**src/rtl/siso_tx_scheduler.sv**
```systemverilog
// Two-requester serial frame transmitter: round-robin pick in IDLE, then a
// start bit, N data bits MSB first, and a one-cycle gap with a done pulse.
module siso_tx_scheduler #(
    parameter int unsigned N = 4
) (
    input  logic         clk,
    input  logic         clear,
    input  logic         req0,
    input  logic [N-1:0] data0,
    input  logic         req1,
    input  logic [N-1:0] data1,
    output logic         gnt0,
    output logic         gnt1,
    output logic         out,
    output logic         frame,
    output logic         busy,
    output logic         done
);

    localparam int unsigned CW = (N > 2) ? $clog2(N) : 1;

    typedef enum logic [1:0] {IDLE, START, SHIFT, GAP} state_t;

    state_t         state_q;
    logic [N-1:0]   shreg_q;
    logic [CW-1:0]  cnt_q;
    logic           last1_q;
    logic           pick0_c;

    // Requester 0 wins alone, or on a tie when requester 1 was served last.
    assign pick0_c = req0 & (~req1 | last1_q);

    // Outputs are registered from the next state, so out always equals the
    // shift-register MSB while a data bit is on the line.
    always_ff @(posedge clk or posedge clear) begin
        if (clear) begin
            state_q <= IDLE;
            shreg_q <= '0;
            cnt_q   <= '0;
            last1_q <= 1'b1;
            gnt0    <= 1'b0;
            gnt1    <= 1'b0;
            out     <= 1'b0;
            frame   <= 1'b0;
            busy    <= 1'b0;
            done    <= 1'b0;
        end else begin
            gnt0 <= 1'b0;
            gnt1 <= 1'b0;
            done <= 1'b0;
            case (state_q)
                IDLE: begin
                    out   <= 1'b0;
                    frame <= 1'b0;
                    busy  <= 1'b0;
                    if (req0 | req1) begin
                        state_q <= START;
                        shreg_q <= pick0_c ? data0 : data1;
                        last1_q <= ~pick0_c;
                        gnt0    <= pick0_c;
                        gnt1    <= ~pick0_c;
                        out     <= 1'b1;
                        frame   <= 1'b1;
                        busy    <= 1'b1;
                    end
                end
                START: begin
                    state_q <= SHIFT;
                    cnt_q   <= '0;
                    out     <= shreg_q[N-1];
                end
                SHIFT: begin
                    shreg_q <= shreg_q << 1;
                    if (cnt_q == CW'(N - 1)) begin
                        state_q <= GAP;
                        cnt_q   <= '0;
                        out     <= 1'b0;
                        frame   <= 1'b0;
                        done    <= 1'b1;
                    end else begin
                        cnt_q <= cnt_q + CW'(1);
                        out   <= shreg_q[N-2];
                    end
                end
                GAP: begin
                    state_q <= IDLE;
                    busy    <= 1'b0;
                end
                default: begin
                    state_q <= IDLE;
                    out     <= 1'b0;
                    frame   <= 1'b0;
                    busy    <= 1'b0;
                end
            endcase
        end
    end

endmodule

```
**config.mk**
```make
export PLATFORM = sky130hd
export DESIGN_NAME = siso_tx_scheduler
export DESIGN_NICKNAME = d
export VERILOG_FILES = /design/src/rtl/siso_tx_scheduler.sv
export SDC_FILE = /design/constraint.sdc
export NUM_CORES = 1
export LEC_CHECK = 0
export BUFFER_PORTS_ARGS = -buffer_cell sky130_fd_sc_hd__buf_2
export CORE_ASPECT_RATIO = 0.5
export CORE_MARGIN = 5
export CORE_UTILIZATION = 25
export CTS_BUF_LIST = sky130_fd_sc_hd__clkbuf_16
export DETAILED_ROUTE_END_ITERATION = 7
export PLACE_DENSITY_LB_ADDON = 0.12
export SLEW_MARGIN = 20
export SYNTH_ARGS = -nofsm -noshare
export SYNTH_HDL_FRONTEND = slang
export SYNTH_SLANG_ARGS = --single-unit
```
**constraint.sdc**
```tcl
create_clock -name clk -period 1.8 [get_ports clk]
set_clock_uncertainty 0.05 [all_clocks]
set_input_delay 0.18 -clock clk [delete_from_list [all_inputs] [get_ports clk]]
set_output_delay 0.18 -clock clk [all_outputs]
set_load 0.005 [all_outputs]
```
## Yosys cells after proc, flatten, opt, wreduce, memory -nomap -nowiden

Index checks and enable logic that the tools add are counted.

- Input bits: 12
- Register bits: 15

- Bitwise gates (word level): 5
- Add/sub/neg operators: 1
- Reductions and logical operators: 9
- Eq/ne operators: 6
- Multiplexer cells: 20

Operators by type and width:

| kind | count |
|---|---|
| two-way mux 1 bit | 9 |
| two-way mux 4 bit | 2 |
| one-hot mux 2 bit (4 select lines) | 1 |
| one-hot mux 4 bit (2 select lines) | 1 |
| AND reduction 2 bit | 4 |
| equality test 2 bit, second input constant | 3 |
| two-way mux 2 bit | 3 |
| nonzero test 2 bit | 3 |
| != test 2 bit, second input constant | 2 |
| one-hot mux 1 bit (2 select lines) | 2 |
| one-hot mux 2 bit (2 select lines) | 1 |
| one-hot mux 1 bit (3 select lines) | 1 |
| nonzero test 3 bit | 1 |
| adder 2 x 1 -> 2 bit, second input constant | 1 |
| equality test 2 x 1 -> 1 bit, second input constant | 1 |
| zero test 2 bit | 1 |
| inverter 1 bit | 2 |
| OR 1 bit | 2 |
| AND 1 bit | 1 |

## Logic depth before layout (Yosys ltp)

Gate-level depths: netlist of the first run.

- Word-level depth: 6
- Gate-level depth with buffers: 7
- Mapped depth without buffers: 6

## Worst setup path after synthesis of the first run

No wires, ideal clock.

- Path kind: register to register
- Start point: register state_q[0]
- End point: register shreg_q[1]
- Cell stages (with the launch flop): 7
- Arrival time: 1.275 ns
- Setup time: 0.092 ns
- Required time: 1.658 ns
- Buffers on the path: 1
- Slack: 0.383 ns
- Cells stage by stage: dfrtp_1 > inv_1 > ha_1 > nor2_1 > a21o_1 > buf_6 > o31ai_2

- Cells in the longest elaborated chain, start to end: 3
- Elaborated cells on any way between the ends: 6
- Classes of those cells: 2 x eq/ne; 1 x mux; 3 x reduce/logical

RTL lines:

| item | line | source |
|---|---|---|
| start, declared | 24 | `state_t state_q;` |
| start signal, assigned | 37 | `state_q <= IDLE;` |
| start signal, assigned | 57 | `state_q <= START;` |
| start signal, assigned | 68 | `state_q <= SHIFT;` |
| zero test 2 bit / equality test 2 bit (equally long branches) | 51 | `case (state_q)` |
| != test 2 bit (no line) / nonzero test 2 bit (equally long branches) | - |  |
| AND reduction 2 bit (no line) | - |  |
| end signal, assigned | 58 | `shreg_q <= pick0_c ? data0 : data1;` |
| end signal, assigned | 73 | `shreg_q <= shreg_q << 1;` |
| end, declared | 25 | `logic [N-1:0] shreg_q;` |

Several ways; a longest one is shown, not always the timed one.
A chain may end at the register's enable or synchronous reset.

## Final worst setup path of the first run

- Start point: register state_q[1]
- End point: register shreg_q[2]

Same word-level chain as after synthesis.

==> results of run 1 <==
==> synth_stat cells, types with 2 or more instances <==
master    instances
a21oi_1           6
a31o_1            3
clkbuf_1          2
dfrtp_1          14
ha_1              5
inv_1             5
mux2i_1           2
nand2_1           8
nand3_1           2
nor2_1            3
nor2b_1           4
o21ai_0           4
o31ai_2           4
==> worst max-delay path by stage <==
stage,cells after the start,slack (ps),endpoint
after floorplan,6,380,shreg_q[1]
after global placement,6,240,shreg_q[3]
after detailed placement,5,210,shreg_q[2]
after CTS,5,190,shreg_q[2]
after global routing,5,50,shreg_q[2]
final,5,180,shreg_q[2]
==> cell families after synthesis <==
logic type | count (synthesis) | synth area share, %
AOI/OAI and AO/OA | 23 | 21.9
and+or+nand+nor | 21 | 13.1
DFF | 15 | 48.5
buffers and inverters | 9 | 5.81
adders and majority gates | 5 | 8.06
muxes | 2 | 2.58
==> sequential cells by signal (all words and copies together) (netlist names) <==
register,count
state_q,2
gnt1,1
cnt_q,2
busy,1
frame,1
shreg_q,4
last1_q,1
out,1
done,1
gnt0,1
==> cells in the final DEF, fill, tap and decap left out, types with 2 or more instances in the layout <==
master and count:
buf_2 17, dfrtp_1 14, nand2_1 8, inv_1 6, a21oi_1 6, ha_1 5, o21ai_0 4, nor2b_1 4
o31ai_2 4, nor2_1 3, a31o_1 3, clkbuf_16 3, nand3_1 2, mux2i_1 2
==> worst max-delay path: stages, from the launching register on <==
cell and delay [ps]:
dfrtp_1 400, inv_1 110, ha_1 310, nor2_1 110, a21o_1 280, o31ai_2 270
==> metal layers <==
| layer | track usage (%) | up-vias |
|---|---|---|
| met3 | 4.89 | 0 |
| met5 | 0 | - |
| met1 | 11.0 | 258 |
| li1 | - | 302 |
| met2 | 12.9 | 15 |
| met4 | 3.52 | 0 |
==> final cells by class <==
type,count,share of cell area (%)
Timing Repair Buffer,19,10.5
Sequential cell,15,38.4
Inverter,5,1.91
Clock inverter,1,0.383
Tap cell,40,5.10
Clock buffer,3,7.65
Multi-Input combinational cell,51,36.1
==> stage by stage <==
stage / total power [µW] / cells / hold WS [ps] / worst slack [ps] / util [%]
floorplan: 1230 / 75 / 30.8 / 383 / -
global placement: 1390 / 129 / 212 / 237 / 29.8
detailed placement: 1410 / 129 / 231 / 208 / 29.8
CTS: 1840 / 134 / 144 / 187 / 32.7
global route: 1980 / 134 / 151 / 47.8 / 32.7
finish: 1820 / 134 / 148 / 178 / 32.7
==> report_power, final <==
part,internal [µW],switching (µW)
logic,356,454
registers,501,88.7
clock network,294,127
==> impl_metrics.csv, run 1 <==
group,metric,value,unit
cells_and_area,area.sequential,377,µm²
placement,io_buffer_count,17,
die,core-area,3000,µm²
worst_setup_path,worstPathArrival,1720,ps
route,avgRoutedWirePerCell,12.8,µm
route,wl_met2,749,µm
global_routing,grt_util_all_layers,8.94,%
timing,finalMaxSlewViolations,0,
cells_and_area,finalInstanceArea,981,µm²
run_status,status,"finished, final reports clean",
timing,setup_violations,0,
synth,synth_seq_area_share,48.5,%
cts,cts_setup_buffers,0,
flow_run,cap_violations,0,
cts,cts_hold_buf,1,
global_routing,grt_pass1_vias,620,
route,wirelength,1.71,mm
power_and_ir_drop,peakVddDrop,0.540,mV
synth,synth_area_leaders,"dfrtp_1, ha_1, o31ai_2, a21oi_1, nand2_1",
synth,synth_seq_cells,15,
cts,numCtsBuffers,3,
route,vias_per_cell,4.29,
synth,synth_area,776,µm²
cts,clk_path_buf_depth,2,
die,ios,18,
timing,setup_tns,0,ps
timing,rsz0062_at_grt,"false",
synth,synth_area_per_cell,10.3,µm²
placement,gp_congestion,0.682,
cells_and_area,layout-drive-gt1-share,28.7,%
synth,async_reset_ff_share,100,%
worst_setup_path,rrSetupSlack,180,ps
global_routing,grt_max_degree,16,
route,wl_met3,99,µm
min_path,hold_path_class,"primary input to register",
die,die-area,4380,µm²
route,met1_length,861,µm
worst_setup_path,reg2reg_from,"state_q[1]",
cells_and_area,antennaDiodeCount,0,
route,drtIter0Drc,13,
worst_setup_path,path_class,"register to register",
die,initial_core_util,25.9,%
timing,max_freq,616,MHz
power_and_ir_drop,pwr_density_cell,1860,nW/µm²
cts,cts.clk_slew.worst_paths,50,ps
cts,cts_tree,"yes",
synth,synth_nets,92,
worst_setup_path,reg2reg_depth,5,
synth,yosysTopAreaCell,"dfrtp_1",
synth,synth.distinct_cells,26,
synth,ys.flop_type,"dfrtp_1",
synth,synth-edff-count,0,
timing,maxSlewHeadroom,61.0,%
timing,post-route-period-util,90.1,%
min_path,min_to,"gnt1",
synth,synth_warnings,0,
cells_and_area,fillers,316,
route,vias,575,
die,die_y,49.4,µm
worst_setup_path,startpoint,"state_q[1]",
die,core.rowCount,14,
timing,worstMarginPinSlew,585,ps
timing,hold_viol_final,0,
placement,placed_area,892,µm²
synth,synth.top_cell.area_share,45.2,%
cts,cts_sinks,15,
synth,syn_inst,75,
worst_setup_path,rr_endpoint,"shreg_q[2]",
cts,cts_root_buffer,"clkbuf_16",
global_routing,antenna_found_initial,0,
timing,final.min_clock_period,1620,ps
cells_and_area,multi_input_area,354,µm²
cts,insertion_delay,240,ps
worst_setup_path,worst_setup_path_start_kind,"register",
min_path,hold_path_depth,3,
global_routing,grt_pass1_wl,2.94,mm
worst_setup_path,crit_required,1900,ps
route,top_layer_used,"met3",
min_path,hp-start,"req1",
cts,htree_levels,1,
worst_setup_path,critical_path_peak_fanout,9,
route,drtPass1Iterations,3,
placement,dp_hpwl,1.34,mm
global_routing,grt.overflow.total,0,
route,drc,0,
worst_setup_path,crit_path_end_kind,"register",
cells_and_area,syn2layout_area_growth,26.5,%
route,ant_nets,0,
die,dieWidth,88.8,µm
cells_and_area,final_nets,112,
cts,cts_resized,0,
power_and_ir_drop,cellLeakagePower,0.000477,µW
No activity file was read; power rests on OpenSTA's default activity.
==> run 2, diff against run 1 <==
--- a/config.mk
+++ b/config.mk
@@ -5,6 +5,7 @@
 export SDC_FILE = /design/constraint.sdc
 export NUM_CORES = 1
 export LEC_CHECK = 0
+export ABC_AREA = 1
 export BUFFER_PORTS_ARGS = -buffer_cell sky130_fd_sc_hd__buf_2
 export CORE_ASPECT_RATIO = 0.5
 export CORE_MARGIN = 5
==> impl_metrics.csv, run 2 <==
group,metric,value,unit
run_status,status,"finished, final reports clean",
power_and_ir_drop,combPwrFrac,42.9,%
synth,synth_area_per_cell,7.86,µm²
cells_and_area,top_register,"shreg_q",
placement,io_buffer_count,17,
route,vias,673,
cells_and_area,syn2layout_area_growth,29.1,%
timing,setup_tns,0,ps
power_and_ir_drop,cellLeakagePower,0.000569,µW
worst_setup_path,worstPathCellList,"inv_1 > ha_1 > inv_2 > nor2_1 > nor2_2 > nand2_1 > o21ai_1",
cts,cts_setup_buffers,0,
route,top_layer_used,"met3",
timing,maxSlewHeadroom,60.1,%
cts,htree_levels,1,
die,die-area,4360,µm²
route,vias_per_cell,4.21,
timing,finalMaxSlewViolations,0,
synth,synth_area,771,µm²
synth,syn_inst,98,
power_and_ir_drop,p_int,1080,µW
global_routing,grt.overflow.total,0,
power_and_ir_drop,seqPwrFrac,32.9,%
route,met1_length,901,µm
min_path,hold_path_depth,5,
route,avgRoutedWirePerCell,11.0,µm
timing,setup_violations,0,
synth,async_reset_ff_share,100,%
synth,synth-edff-count,0,
synth,synth.most_common_cell,"nand2_1",
route,drtPass1Iterations,3,
route,ant_nets,0,
worst_setup_path,rrSetupSlack,330,ps
synth,synth_nets,115,
cts,numCtsBuffers,3,
timing,rsz0062_at_grt,"false",
placement,gp_congestion,0.722,
timing,worstMarginPinSlew,598,ps
min_path,min_to,"shreg_q[2]",
synth,synth_warnings,0,
cts,cts_tree,"yes",
worst_setup_path,rr_endpoint,"state_q[1]",
synth,synth_area_leaders,"dfrtp_1, nand2_1, ha_1, inv_1, nand3_1",
cells_and_area,antennaDiodeCount,0,
global_routing,grt_pass1_wl,3.02,mm
die,initial_core_util,25.9,%
die,dieWidth,88.5,µm
route,wl_met3,71,µm
die,core-area,2980,µm²
cells_and_area,largest_reg_flops,4,
worst_setup_path,reg2reg_depth,7,
power_and_ir_drop,switching_share,38.6,%
worst_setup_path,critical_path_peak_fanout,9,
synth,synth.distinct_cells,17,
cells_and_area,layout_commonest_cell,"nand2_1",
die,core.rowCount,14,
worst_setup_path,crit_required,1880,ps
worst_setup_path,cp_top_family,"flip-flops",
synth,synth.top_cell.area_share,45.5,%
power_and_ir_drop,power_switching,679,µW
worst_setup_path,worstPathArrival,1550,ps
placement,dp_hpwl,1.40,mm
route,drc,0,
die,ios,18,
min_path,hold_path_class,"primary input to register",
min_path,hp-start,"data1[2]",
synth,synth_common_cells,"nand2_1, dfrtp_1, inv_1, nor2_1, nand3_1",
worst_setup_path,cp_slowest_stage_delay,390,ps
timing,final.min_clock_period,1470,ps
route,drtIter0Drc,17,
timing,post-route-period-util,81.6,%
cells_and_area,final_nets,138,
synth,yosysTopAreaCell,"dfrtp_1",
cts,insertion_delay,240,ps
cells_and_area,top_regs,"shreg_q (4), cnt_q (2), state_q (2)",
cts,cts_root_buffer,"clkbuf_16",
worst_setup_path,path_class,"register to register",
worst_setup_path,reg2reg_from,"state_q[0]",
worst_setup_path,path_buf_inv,2,
cts,cts.clk_slew.worst_paths,50,ps
cells_and_area,final_cell_mix,"nand2_1, buf_2, inv_1, dfrtp_1, nor2_1",
worst_setup_path,worst_setup_path_start_kind,"register",
route,wirelength,1.76,mm
flow_run,cap_violations,0,
power_and_ir_drop,peakVddDrop,0.523,mV
timing,hold_viol_final,0,
cts,cts_resized,0,
cells_and_area,layout-drive-gt1-share,20.8,%
worst_setup_path,crit_path_end_kind,"register",
power_and_ir_drop,p_clk_share,24.2,%
global_routing,grt_pass1_vias,652,
cts,clk_path_buf_depth,2,
synth,synth_seq_cells,15,
route,wl_met2,789,µm
power_and_ir_drop,pwr_density_cell,1770,nW/µm²
global_routing,antenna_found_initial,0,
worst_setup_path,slowest_stage,"dfrtp_1",
synth,synth_seq_area_share,48.9,%
die,die_y,49.3,µm
global_routing,grt_util_all_layers,9.16,%
cells_and_area,fillers,321,
cts,cts_sinks,15,
synth,ys.flop_type,"dfrtp_1",
power_and_ir_drop,finalPower,1760,µW
timing,max_freq,681,MHz
global_routing,grt_max_degree,16,
[run 2: power by group through the flow]
stage | Clock, µW | Sequential, µW | Combinational, µW
detailed placement | 0 | 585 | 759
global route | 455 | 597 | 882
finish | 426 | 578 | 753
CTS | 446 | 580 | 769
floorplan | 0 | 570 | 560
global placement | 0 | 586 | 761
[run 2: logic make-up (layout without fill, tap and decap cells)]
group	Yosys count	count (layout)	synth area share (%)
compound gates	9	9	6.33
buf+inv	14	36	6.82
fa+ha+maj	5	5	8.12
flops	15	15	48.9
simple gates	55	55	29.9
[run 2: metrics by stage]
| stage | setup slack [ps] | std cells | utilization [%] | hold WS, ps | cell area [µm²] |
|---|---|---|---|---|---|
| floorplan | 520 | 98 | - | 30.8 | 771 |
| global placement | 384 | 155 | 30.4 | 230 | 906 |
| detailed placement | 344 | 155 | 30.4 | 236 | 906 |
| CTS | 337 | 160 | 33.4 | 185 | 995 |
| global route | 191 | 160 | 33.4 | 208 | 995 |
| finish | 331 | 160 | 33.4 | 189 | 995 |
[run 2: how the worst max path moves through the flow]
stage	start	to	slack, ps	depth (start not counted)
global placement	state_q[0]	frame	380	6
CTS	state_q[0]	state_q[1]	340	7
detailed placement	state_q[0]	state_q[1]	340	7
floorplan	state_q[0]	frame	520	6
finish	state_q[0]	state_q[1]	330	7
global route	state_q[0]	out	190	8
[run 2: layout make-up]
type | instances | area, µm² | area share, %
flip-flops and latches | 15 | 377 | 37.9
repair buffers | 18 | 95.1 | 9.56
multi-input cells | 69 | 342 | 34.3
well taps | 40 | 50.0 | 5.03
clock inverters | 1 | 3.75 | 0.377
clock buffers | 3 | 75.1 | 7.55
inverters | 14 | 52.6 | 5.28
[run 2: timing repair]
item | in CTS | in global routing
setup endpoints to repair | 0 | 0
endpoints found under the hold margin | 14 | 0
hold buffers | 1 | 0
[run 2: layer usage]
metal  global-route usage (%)  vias up
li1                         -      355
met4                     2.26        0
met2                     12.8       13
met5                        0        -
met3                     4.05        0
met1                     12.8      305
[run 2: worst reg2reg max path: cells and delay by family, from the launching register on]
family / cells / cell delay [ps]
flip-flops: 1 / 390
AND/OR/NAND/NOR: 3 / 390
adder cells (fa/ha/maj): 1 / 240
buffers and inverters: 2 / 220
AO/OA/AOI/OAI: 1 / 60
==> run 3, diff against run 2 <==
--- a/config.mk
+++ b/config.mk
@@ -5,7 +5,7 @@
 export SDC_FILE = /design/constraint.sdc
 export NUM_CORES = 1
 export LEC_CHECK = 0
-export ABC_AREA = 1
+export ABC_AREA = 0
 export BUFFER_PORTS_ARGS = -buffer_cell sky130_fd_sc_hd__buf_2
 export CORE_ASPECT_RATIO = 0.5
 export CORE_MARGIN = 5
==> constraint.sdc (replaced) <==
create_clock -name clk -period 1.5 [get_ports clk]
set_clock_uncertainty 0.05 [all_clocks]
set_input_delay 0.15 -clock clk [delete_from_list [all_inputs] [get_ports clk]]
set_output_delay 0.15 -clock clk [all_outputs]
set_load 0.005 [all_outputs]
==> impl_metrics.csv, run 3 (synthesized netlist as in run 1, its figures left out) <==
group,metric,value,unit
placement,gp_congestion,0.711,
worst_setup_path,critical_path_peak_fanout,8,
cts,clk_path_buf_depth,2,
worst_setup_path,crit_path_end_kind,"register",
die,die_y,49.4,µm
global_routing,grt.overflow.total,0,
route,drtIter0Drc,7,
cells_and_area,layout_commonest_cell,"buf_2",
die,dieWidth,88.8,µm
power_and_ir_drop,switching_share,36.7,%
worst_setup_path,rr_endpoint,"shreg_q[3]",
global_routing,grt_pass1_vias,627,
worst_setup_path,path_class,"register to register",
run_status,status,"finished, final reports clean",
cts,insertion_delay,250,ps
power_and_ir_drop,cellLeakagePower,0.000485,µW
worst_setup_path,startpoint,"state_q[1]",
worst_setup_path,worst_setup_path_start_kind,"register",
route,vias,621,
worst_setup_path,cp_slowest_stage_delay,430,ps
timing,hold_viol_final,0,
cts,cts_sinks,15,
cells_and_area,antennaDiodeCount,0,
worst_setup_path,path_depth,5,
timing,finalMaxSlewViolations,0,
global_routing,grt_max_degree,16,
global_routing,grt_util_all_layers,9.19,%
power_and_ir_drop,combPwrFrac,47.8,%
worst_setup_path,worstPathArrival,1510,ps
cells_and_area,final_cell_mix,"buf_2, dfrtp_1, nand2_1",
cells_and_area,syn2layout_area_growth,32.1,%
route,drc,0,
power_and_ir_drop,pwr_density_cell,2300,nW/µm²
cts,cts.clk_slew.worst_paths,50,ps
timing,post-route-period-util,95.7,%
global_routing,antenna_found_initial,0,
cells_and_area,final_nets,114,
timing,final.min_clock_period,1430,ps
cells_and_area,largest_reg_flops,4,
power_and_ir_drop,power_switching,866,µW
timing,max_freq,697,MHz
timing,setup_violations,0,
die,ios,18,
min_path,hold_path_class,"primary input to register",
die,die-area,4380,µm²
power_and_ir_drop,p_int,1490,µW
route,drtPass1Iterations,4,
cells_and_area,final_util,34.2,%
power_and_ir_drop,seqPwrFrac,30.1,%
worst_setup_path,cp-endpoint,"shreg_q[3]",
die,initial_core_util,25.9,%
flow_run,cap_violations,0,
timing,worstMarginPinSlew,597,ps
route,vias_per_cell,4.57,
power_and_ir_drop,p_clk_share,22.1,%
cts,numCtsBuffers,3,
route,ant_nets,0,
placement,dp_hpwl,1.36,mm
worst_setup_path,reg2reg_from,"state_q[1]",
timing,maxSlewHeadroom,60.2,%
timing,setup_tns,0,ps
placement,io_buffer_count,17,
timing,rsz0062_at_grt,"false",
worst_setup_path,path_buf_inv,1,
die,core-area,3000,µm²
cells_and_area,layout-drive-gt1-share,36.5,%
worst_setup_path,reg2reg_depth,5,
worst_setup_path,crit_required,1580,ps
cts,cts_root_buffer,"clkbuf_16",
worst_setup_path,slowest_stage,"dfrtp_1",
cells_and_area,top_regs,"shreg_q (4), cnt_q (2), state_q (2)",
cts,htree_levels,1,
route,avgRoutedWirePerCell,13.2,µm
worst_setup_path,worstPathCellList,"ha_4 > buf_4 > a31o_1 > a21oi_1 > o31ai_2",
route,wirelength,1.80,mm
worst_setup_path,cp_top_family,"compound AO/OA/AOI/OAI gates",
power_and_ir_drop,finalPower,2360,µW
worst_setup_path,rrSetupSlack,70,ps
power_and_ir_drop,peakVddDrop,0.756,mV
cells_and_area,top_register,"shreg_q",
cts,cts_tree,"yes",
global_routing,grt_pass1_wl,2.97,mm
die,core.rowCount,14,
run 3: metrics by stage:
stage | hold WS (ps) | cells | worst slack, ps | cell area [µm²]
after floorplan | 0.764 | 75 | 83.0 | 776
after global placement | 189 | 131 | 2.59 | 907
after detailed placement | 198 | 131 | -23.9 | 907
after CTS | 114 | 136 | 10.5 | 1000
after global routing | 127 | 136 | 2.56 | 1020
final | 118 | 136 | 65.2 | 1020
run 3: metal layers:
metal	wire length, µm	GRT usage [%]
met3	126	4.55
met4	16	4.52
met2	743	12.1
met5	0	0
met1	912	12.2
run 3: worst reg2reg max path: stages (launching register included):
cell     delay (ps)
dfrtp_1         430
ha_4            200
buf_4           160
a31o_1          190
a21oi_1         190
o31ai_2          90
run 3: layout make-up:
cell class	instances	area, µm²
fillers	321	1970
well taps	40	50.0
flip-flops and latches	15	377
inverters	5	18.8
multi-input cells	51	383
clock inverters	1	3.75
repair buffers	21	118
clock buffers	3	75.1
run 3: worst min-delay path by stage:
stage / to / slack [ps] / cells after the start / from
after floorplan: busy / 0.8 / 1 / clear
after global placement: cnt_q[0] / 190 / 2 / clear
after detailed placement: cnt_q[0] / 200 / 2 / clear
after CTS: gnt1 / 110 / 3 / req1
after global routing: gnt1 / 130 / 3 / req1
final: gnt1 / 120 / 3 / req1
run 3: power by group through the flow:
stage	sequential, µW	combinational, µW	clock [µW]
6_report	710	1130	520
5_1_grt	729	1270	548
3_5_place_dp	707	1030	0
2_1_floorplan	697	774	0
3_3_place_gp	703	999	0
4_1_cts	701	1070	537
run 3: timing repair:
action / CTS / global route
resized for setup: 3 / 5
hold buffers: 1 / 0
buffers inserted: 0 / 0
pin swaps: 0 / 0
endpoints found under the hold margin: 14 / 0
endpoints found under the setup margin: 4 / 7
gates cloned: 0 / 0
